$ cat src/rtl/uart.sv
// Full-duplex UART with two selectable baud rates, 8N1 by default.
// Define UART_PARITY_EN to insert/check an even parity bit after D7 (11-bit frame).
module uart #(
    parameter int unsigned CLK_FREQ = 100_000_000,
    parameter int unsigned BAUD_0   = 115200,
    parameter int unsigned BAUD_1   = 9600
) (
    input  logic       clk,
    input  logic       rst,
    input  logic       sel,
    input  logic [7:0] tx_data,
    input  logic       load,
    input  logic       rxd,
    output logic       txd,
    output logic [7:0] rx_data
);
    localparam int unsigned DIV0    = (CLK_FREQ + BAUD_0 / 2) / BAUD_0;
    localparam int unsigned DIV1    = (CLK_FREQ + BAUD_1 / 2) / BAUD_1;
    localparam int unsigned DIV_MAX = (DIV0 > DIV1) ? DIV0 : DIV1;
    localparam int unsigned CW      = $clog2(DIV_MAX);

    // Divisors are stored as terminal counts (DIV-1, DIV/2-1).
    localparam logic [CW-1:0] DIV0_M1  = CW'(DIV0 - 1);
    localparam logic [CW-1:0] DIV1_M1  = CW'(DIV1 - 1);
    localparam logic [CW-1:0] HALF0_M1 = CW'(DIV0 / 2 - 1);
    localparam logic [CW-1:0] HALF1_M1 = CW'(DIV1 / 2 - 1);

`ifdef UART_PARITY_EN
    typedef enum logic [2:0] {TxIdle, TxStart, TxData, TxParity, TxStop} tx_state_e;
    typedef enum logic [2:0] {RxIdle, RxStart, RxData, RxParity, RxStop, RxWait} rx_state_e;
`else
    typedef enum logic [2:0] {TxIdle, TxStart, TxData, TxStop} tx_state_e;
    typedef enum logic [2:0] {RxIdle, RxStart, RxData, RxStop, RxWait} rx_state_e;
`endif

    logic [CW-1:0] div_sel, half_sel;
    assign div_sel  = sel ? DIV1_M1 : DIV0_M1;
    assign half_sel = sel ? HALF1_M1 : HALF0_M1;

    // ---------------- transmitter ----------------
    tx_state_e     tx_state_q, tx_state_d;
    logic [CW-1:0] tx_cnt_q, tx_cnt_d;
    logic [CW-1:0] tx_div_q, tx_div_d;
    logic [2:0]    tx_bit_q, tx_bit_d;
    logic [7:0]    tx_shift_q, tx_shift_d;
    logic          txd_q, txd_d;
    logic          tx_tick, tx_start;
`ifdef UART_PARITY_EN
    logic          tx_par_q, tx_par_d;
`endif

    assign tx_tick = (tx_cnt_q == tx_div_q);

    always_comb begin
        tx_state_d = tx_state_q;
        tx_cnt_d   = tx_cnt_q;
        tx_div_d   = tx_div_q;
        tx_bit_d   = tx_bit_q;
        tx_shift_d = tx_shift_q;
        tx_start   = 1'b0;
`ifdef UART_PARITY_EN
        tx_par_d   = tx_par_q;
`endif
        if (tx_state_q != TxIdle) begin
            tx_cnt_d = tx_tick ? '0 : tx_cnt_q + CW'(1);
        end
        case (tx_state_q)
            TxIdle:  tx_start = load;
            TxStart: if (tx_tick) tx_state_d = TxData;
            TxData: begin
                if (tx_tick) begin
                    tx_shift_d = {1'b0, tx_shift_q[7:1]};
                    tx_bit_d   = tx_bit_q + 3'd1;
                    if (tx_bit_q == 3'd7) begin
`ifdef UART_PARITY_EN
                        tx_state_d = TxParity;
`else
                        tx_state_d = TxStop;
`endif
                    end
                end
            end
`ifdef UART_PARITY_EN
            TxParity: if (tx_tick) tx_state_d = TxStop;
`endif
            TxStop: begin
                if (tx_tick) begin
                    tx_state_d = TxIdle;
                    // Load still high at end of stop: chain the next frame with no gap.
                    tx_start   = load;
                end
            end
            default: tx_state_d = TxIdle;
        endcase
        if (tx_start) begin
            tx_state_d = TxStart;
            tx_shift_d = tx_data;
            tx_div_d   = div_sel;
            tx_cnt_d   = '0;
            tx_bit_d   = '0;
`ifdef UART_PARITY_EN
            tx_par_d   = ^tx_data;
`endif
        end

        txd_d = 1'b1;
        case (tx_state_d)
            TxStart:  txd_d = 1'b0;
            TxData:   txd_d = tx_shift_d[0];
`ifdef UART_PARITY_EN
            TxParity: txd_d = tx_par_d;
`endif
            default:  txd_d = 1'b1;
        endcase
    end

    // ---------------- receiver ----------------
    rx_state_e     rx_state_q, rx_state_d;
    logic [CW-1:0] rx_cnt_q, rx_cnt_d;
    logic [CW-1:0] rx_div_q, rx_div_d;
    logic [CW-1:0] rx_half_q, rx_half_d;
    logic [2:0]    rx_bit_q, rx_bit_d;
    logic [7:0]    rx_shift_q, rx_shift_d;
    logic [7:0]    rx_data_q, rx_data_d;
    logic          rxd_meta_q, rxd_sync_q;
    logic          rx_tick, rx_ok;
`ifdef UART_PARITY_EN
    logic          rx_perr_q, rx_perr_d;
    assign rx_ok = rxd_sync_q && !rx_perr_q;
`else
    assign rx_ok = rxd_sync_q;
`endif

    assign rx_tick = (rx_cnt_q == rx_div_q);

    always_comb begin
        rx_state_d = rx_state_q;
        rx_cnt_d   = rx_tick ? '0 : rx_cnt_q + CW'(1);
        rx_div_d   = rx_div_q;
        rx_half_d  = rx_half_q;
        rx_bit_d   = rx_bit_q;
        rx_shift_d = rx_shift_q;
        rx_data_d  = rx_data_q;
`ifdef UART_PARITY_EN
        rx_perr_d  = rx_perr_q;
`endif
        case (rx_state_q)
            RxIdle: begin
                rx_cnt_d = '0;
                if (!rxd_sync_q) begin
                    rx_state_d = RxStart;
                    rx_div_d   = div_sel;
                    rx_half_d  = half_sel;
`ifdef UART_PARITY_EN
                    rx_perr_d  = 1'b0;
`endif
                end
            end
            RxStart: begin
                rx_cnt_d = rx_cnt_q + CW'(1);
                // Mid-start re-sample: a high level here means the edge was a glitch.
                if (rx_cnt_q == rx_half_q) begin
                    rx_cnt_d   = '0;
                    rx_bit_d   = '0;
                    rx_state_d = rxd_sync_q ? RxIdle : RxData;
                end
            end
            RxData: begin
                if (rx_tick) begin
                    rx_shift_d = {rxd_sync_q, rx_shift_q[7:1]};
                    rx_bit_d   = rx_bit_q + 3'd1;
                    if (rx_bit_q == 3'd7) begin
`ifdef UART_PARITY_EN
                        rx_state_d = RxParity;
`else
                        rx_state_d = RxStop;
`endif
                    end
                end
            end
`ifdef UART_PARITY_EN
            RxParity: begin
                if (rx_tick) begin
                    rx_perr_d  = rxd_sync_q ^ (^rx_shift_q);
                    rx_state_d = RxStop;
                end
            end
`endif
            RxStop: begin
                if (rx_tick) begin
                    if (rx_ok) begin
                        rx_data_d  = rx_shift_q;
                        rx_state_d = RxIdle;
                    end else begin
                        rx_state_d = RxWait;
                    end
                end
            end
            RxWait: begin
                rx_cnt_d = '0;
                if (rxd_sync_q) rx_state_d = RxIdle;
            end
            default: rx_state_d = RxIdle;
        endcase
    end

    always_ff @(posedge clk) begin
        if (rst) begin
            tx_state_q <= TxIdle;
            tx_cnt_q   <= '0;
            tx_div_q   <= '0;
            tx_bit_q   <= '0;
            tx_shift_q <= '0;
            txd_q      <= 1'b1;
            rx_state_q <= RxIdle;
            rx_cnt_q   <= '0;
            rx_div_q   <= '0;
            rx_half_q  <= '0;
            rx_bit_q   <= '0;
            rx_shift_q <= '0;
            rx_data_q  <= 8'h00;
            rxd_meta_q <= 1'b1;
            rxd_sync_q <= 1'b1;
`ifdef UART_PARITY_EN
            tx_par_q   <= 1'b0;
            rx_perr_q  <= 1'b0;
`endif
        end else begin
            tx_state_q <= tx_state_d;
            tx_cnt_q   <= tx_cnt_d;
            tx_div_q   <= tx_div_d;
            tx_bit_q   <= tx_bit_d;
            tx_shift_q <= tx_shift_d;
            txd_q      <= txd_d;
            rx_state_q <= rx_state_d;
            rx_cnt_q   <= rx_cnt_d;
            rx_div_q   <= rx_div_d;
            rx_half_q  <= rx_half_d;
            rx_bit_q   <= rx_bit_d;
            rx_shift_q <= rx_shift_d;
            rx_data_q  <= rx_data_d;
            rxd_meta_q <= rxd;
            rxd_sync_q <= rxd_meta_q;
`ifdef UART_PARITY_EN
            tx_par_q   <= tx_par_d;
            rx_perr_q  <= rx_perr_d;
`endif
        end
    end

    assign txd     = txd_q;
    assign rx_data = rx_data_q;

endmodule

$ cat config.mk
export PLATFORM = sky130hd
export DESIGN_NAME = uart
export DESIGN_NICKNAME = d
export VERILOG_FILES = /design/src/rtl/uart.sv
export SDC_FILE = /design/constraint.sdc
export NUM_CORES = 1
export LEC_CHECK = 0
export CORE_ASPECT_RATIO = 0.5
export CORE_MARGIN = 4
export CORE_UTILIZATION = 55
export CTS_BUF_LIST = sky130_fd_sc_hd__clkbuf_2
export CTS_CLUSTER_DIAMETER = 40
export DETAILED_ROUTE_END_ITERATION = 8
export PLACE_DENSITY = 0.8
export REMOVE_ABC_BUFFERS = 1
export SLEW_MARGIN = 10
export SYNTH_ARGS = -nofsm -noshare
export SYNTH_HDL_FRONTEND = slang
export SYNTH_SLANG_ARGS = --single-unit
$ cat constraint.sdc
create_clock -name clk -period 2.08 [get_ports clk]
set_input_delay 0.416 -clock clk [delete_from_list [all_inputs] [get_ports clk]]
set_output_delay 0.416 -clock clk [all_outputs]
set_load 0.02 [all_outputs]
==> run_results.csv <==
group,metric,value,unit
outcome,status,"finished, violations left",
outcome,violations,"setup timing",
sta,final-setup-viol-count,6,
sta,finalWorstSetupSlack,-56.0,ps
worst_setup_path,slowest_stage,"or4_4",
finish,final_area,0.00429,mm²
pwr,total_power,2.66,mW
synth,synth_edf_count,0,
route,ant_nets,0,
floorplan,dieArea,0.00754,mm²
floorplan,initial_core_util,0.592,
route,via_per_inst,5.80,
route,drc,0,
worst_setup_path,end_kind,"flop",
sta,rsz0062_at_grt,"yes",
sta,finalCriticalPeriod,2140,ps
floorplan,io_pins,22,
synth,avgSynthCellArea,8.82,µm²
worst_setup_path,cp_max_fo,3,
synth,synth_xor_area_frac,0.0829,
placement,placed_cells,495,
pwr,ir_drop,0.441,mV
worst_setup_path,slowest_delay,540,ps
worst_setup_path,critical_path_arrival,2550,ps
synth,ys_seq_elements,73,
worst_setup_path,crit_type,"reg -> reg",
worst_setup_path,crit_chain,"or4_4 -> nor3_4 -> nand4_1 -> mux2_2 -> o211ai_1 -> o311ai_2",
finish,final_common_cell,"dfxtp_1",
worst_setup_path,cp-startpoint,"tx_cnt_q[3]",
pwr,p_seq_frac,0.546,
finish,final_nets,463,
synth,synth_top_area_share,0.432,
route,dr.pass1.iters,5,
cts,hold_buffers,0,
synth,synthAdderAreaFrac,0.0222,
route,drtIter0Drc,188,
pwr,p_clk_frac,0.329,
placement,hpwl,5.39,mm
placement,gp_congestion,0.905,
min_path,min_from,"tx_data[7]",
route,wire_per_inst,15.7,µm
finish,n_fill_cell,390,
cts,cts_buffers,9,
global_route,grt_max_degree,34,
flow_run,drv_cap,0,
pwr,cell_internal_pwr,1.97,mW
global_route,grt_pass1_wl,13.0,mm
cts,cts_tree,"done",
synth,ys_warn_count,0,
min_path,hp-class,"in -> reg",
global_route,grt.overflow.total,0,
global_route,grt_antenna_before_repair,0,
global_route,grt_pass1_vias,2825,
synth,ys_seq_area_frac,0.432,
cts,clock_path_buffers,2,
synth,synth_mux_area_frac,0.0566,
floorplan,die_w,119,µm
sta,fin_skew,10.4,ps
finish,syn_to_final_growth,26.9,%
sta,hold_violations,0,
pwr,sw_frac_of_total,0.259,
sta,fmax,468,MHz
sta,tightest_slew,595,ps
global_route,gr-usage-all-layers,0.211,
sta,relSlewSlack,0.600,
finish,diodes,0,
floorplan,die_h,63.4,µm
pwr,power_frac_comb,0.125,
cts,worstSkewPairLatency,530,ps
placement,pre_cts_ws,-159,ps
cts,root_buffer,"clkbuf_2",
sta,period_share,1.03,
sta,hold_ws,424,ps
floorplan,core_area,0.00571,mm²
cts,clkSlewWorstSetupHoldPaths,190,ps
synth,ys_types,49,
synth,syn_inst,383,
finish,final_cell_mix,"dfxtp_1, nor2_1, nand2_1, buf_4, xor2_1",
finish,drive_above_1_share,0.237,
placement,place_area,0.00388,mm²
synth,synth_simple_gate_area_share,0.251,
worst_setup_path,startpoint_type,"flop",
synth,synth_top_family_by_area,"simple AND/OR/NAND/NOR gates",
pwr,leakagePower,1.78,nW
worst_setup_path,cp.required,2500,ps
synth,yosysTopAreaCell,"dfxtp_1",
sta,slew_violations,0,
worst_setup_path,cp_num_buf_inv,0,
worst_setup_path,crit_family,"simple AND/OR/NAND/NOR gates",
cts,htree_levels,3,
worst_setup_path,reg2reg_from,"tx_cnt_q[3]",
pwr,power_density,621,mW/mm²
synth,synthTopCellsByArea,"dfxtp_1, nor2_1, xor2_1",
route,vias,3023,
cts,cts.sinks,73,
route,wl,8.18,mm
synth,netlist_area,0.00338,mm²
pwr,p_switching,0.689,mW
placement,io_buffers,21,
synth,synth_compound_gate_area_share,0.117,
finish,final_cells,521,
synth,ys.flop_type,"dfxtp_1",
synth,async_flop_share,0,
floorplan,num_rows,19,
==> kinds of logic after synthesis <==
group           count (synthesis)
fa+ha+maj                       6
xor+xnor                       32
mux                            19
simple gates                  176
other cells                     1
buf+inv                        25
compound gates                 51
flops                          73
==> sequential cells by signal, indices dropped and copies added, names as in the netlist <==
| name | flops |
|---|---|
| rx_ok | 1 |
| rx_div_q | 3 |
| rx_data | 8 |
| rx_cnt_q | 14 |
| tx_bit_q | 3 |
| rx_state_q | 3 |
| rx_shift_q | 8 |
| tx_shift_q | 8 |
| tx_state_q | 3 |
| tx_div_q | 3 |
| rx_bit_q | 3 |
| rxd_meta_q | 1 |
| txd | 1 |
| tx_cnt_q | 14 |
==> routing by layer <==
| metal | share of wire | GRT usage | vias to the layer above |
|---|---|---|---|
| li1 | - | - | 1464 |
| met1 | 0.44 | 0.261 | 1424 |
| met2 | 0.49 | 0.357 | 116 |
| met3 | 0.056 | 0.0742 | 19 |
| met4 | 0.015 | 0.0462 | 0 |
| met5 | 0 | 0 | - |
==> worst min-delay path, stage by stage <==
cell,delay (ps)
clkdlybuf4s50_1,400
nand2_1,60
a21oi_1,50
==> synthesized netlist by cell type (2+ instances only) <==
| master | count |
|---|---|
| or4_1 | 6 |
| nor2_1 | 61 |
| nand4_1 | 15 |
| nand2b_1 | 5 |
| ha_1 | 6 |
| a21o_1 | 2 |
| o22ai_2 | 2 |
| or2_2 | 5 |
| o211ai_1 | 2 |
| a21oi_1 | 16 |
| buf_2 | 4 |
| and4_1 | 2 |
| xor2_1 | 25 |
| nor3_1 | 10 |
| nand3_1 | 15 |
| and3_1 | 4 |
| inv_1 | 6 |
| nor4_1 | 3 |
| dfxtp_1 | 73 |
| buf_6 | 3 |
| or3_1 | 6 |
| nand3_2 | 2 |
| o21ai_0 | 6 |
| mux2i_1 | 18 |
| a211oi_2 | 6 |
| nand2_1 | 39 |
| clkbuf_1 | 12 |
| xnor2_1 | 7 |
| o31a_1 | 2 |
==> area by class of cell <==
class	instances	area (µm²)	share of cell area
Multi-Input combinational cell	286	1950	0.455
Timing Repair Buffer	68	622	0.145
Clock inverter	6	83.8	0.0195
Clock buffer	9	45.0	0.0105
Sequential cell	73	1470	0.344
Inverter	6	22.5	0.00525
Tap cell	73	91.3	0.0213
==> power groups by stage <==
stage	clock, mW	combinational (mW)	sequential (mW)
3_5_place_dp	0	0.270	1.48
2_1_floorplan	0	0.143	1.48
3_3_place_gp	0	0.260	1.48
6_report	0.877	0.332	1.45
5_1_grt	0.959	0.357	1.46
4_1_cts	0.896	0.280	1.45
==> through the flow <==
stage,setup TNS [ps],util
after floorplan,-1770,-
after global placement,-591,0.681
after detailed placement,-2340,0.681
after CTS,-44.4,0.713
after global routing,-2060,0.752
final,-134,0.752
==> repair_timing <==
| item | 4_1_cts | 5_1_grt |
|---|---|---|
| setup endpoints to repair | 44 | 46 |
| cloned | 0 | 3 |
| gates resized for setup | 12 | 32 |
| buffers inserted | 2 | 6 |
| pin swaps | 3 | 16 |
==> worst paths after layout <==
path	to	slack (ps)	depth (start not counted)
max	txd	-60	6
min reg2reg	rx_ok	450	1
min	tx_shift_q[7]	420	3
max reg2reg	txd	-60	6
(Power assumes the default switching activity.)
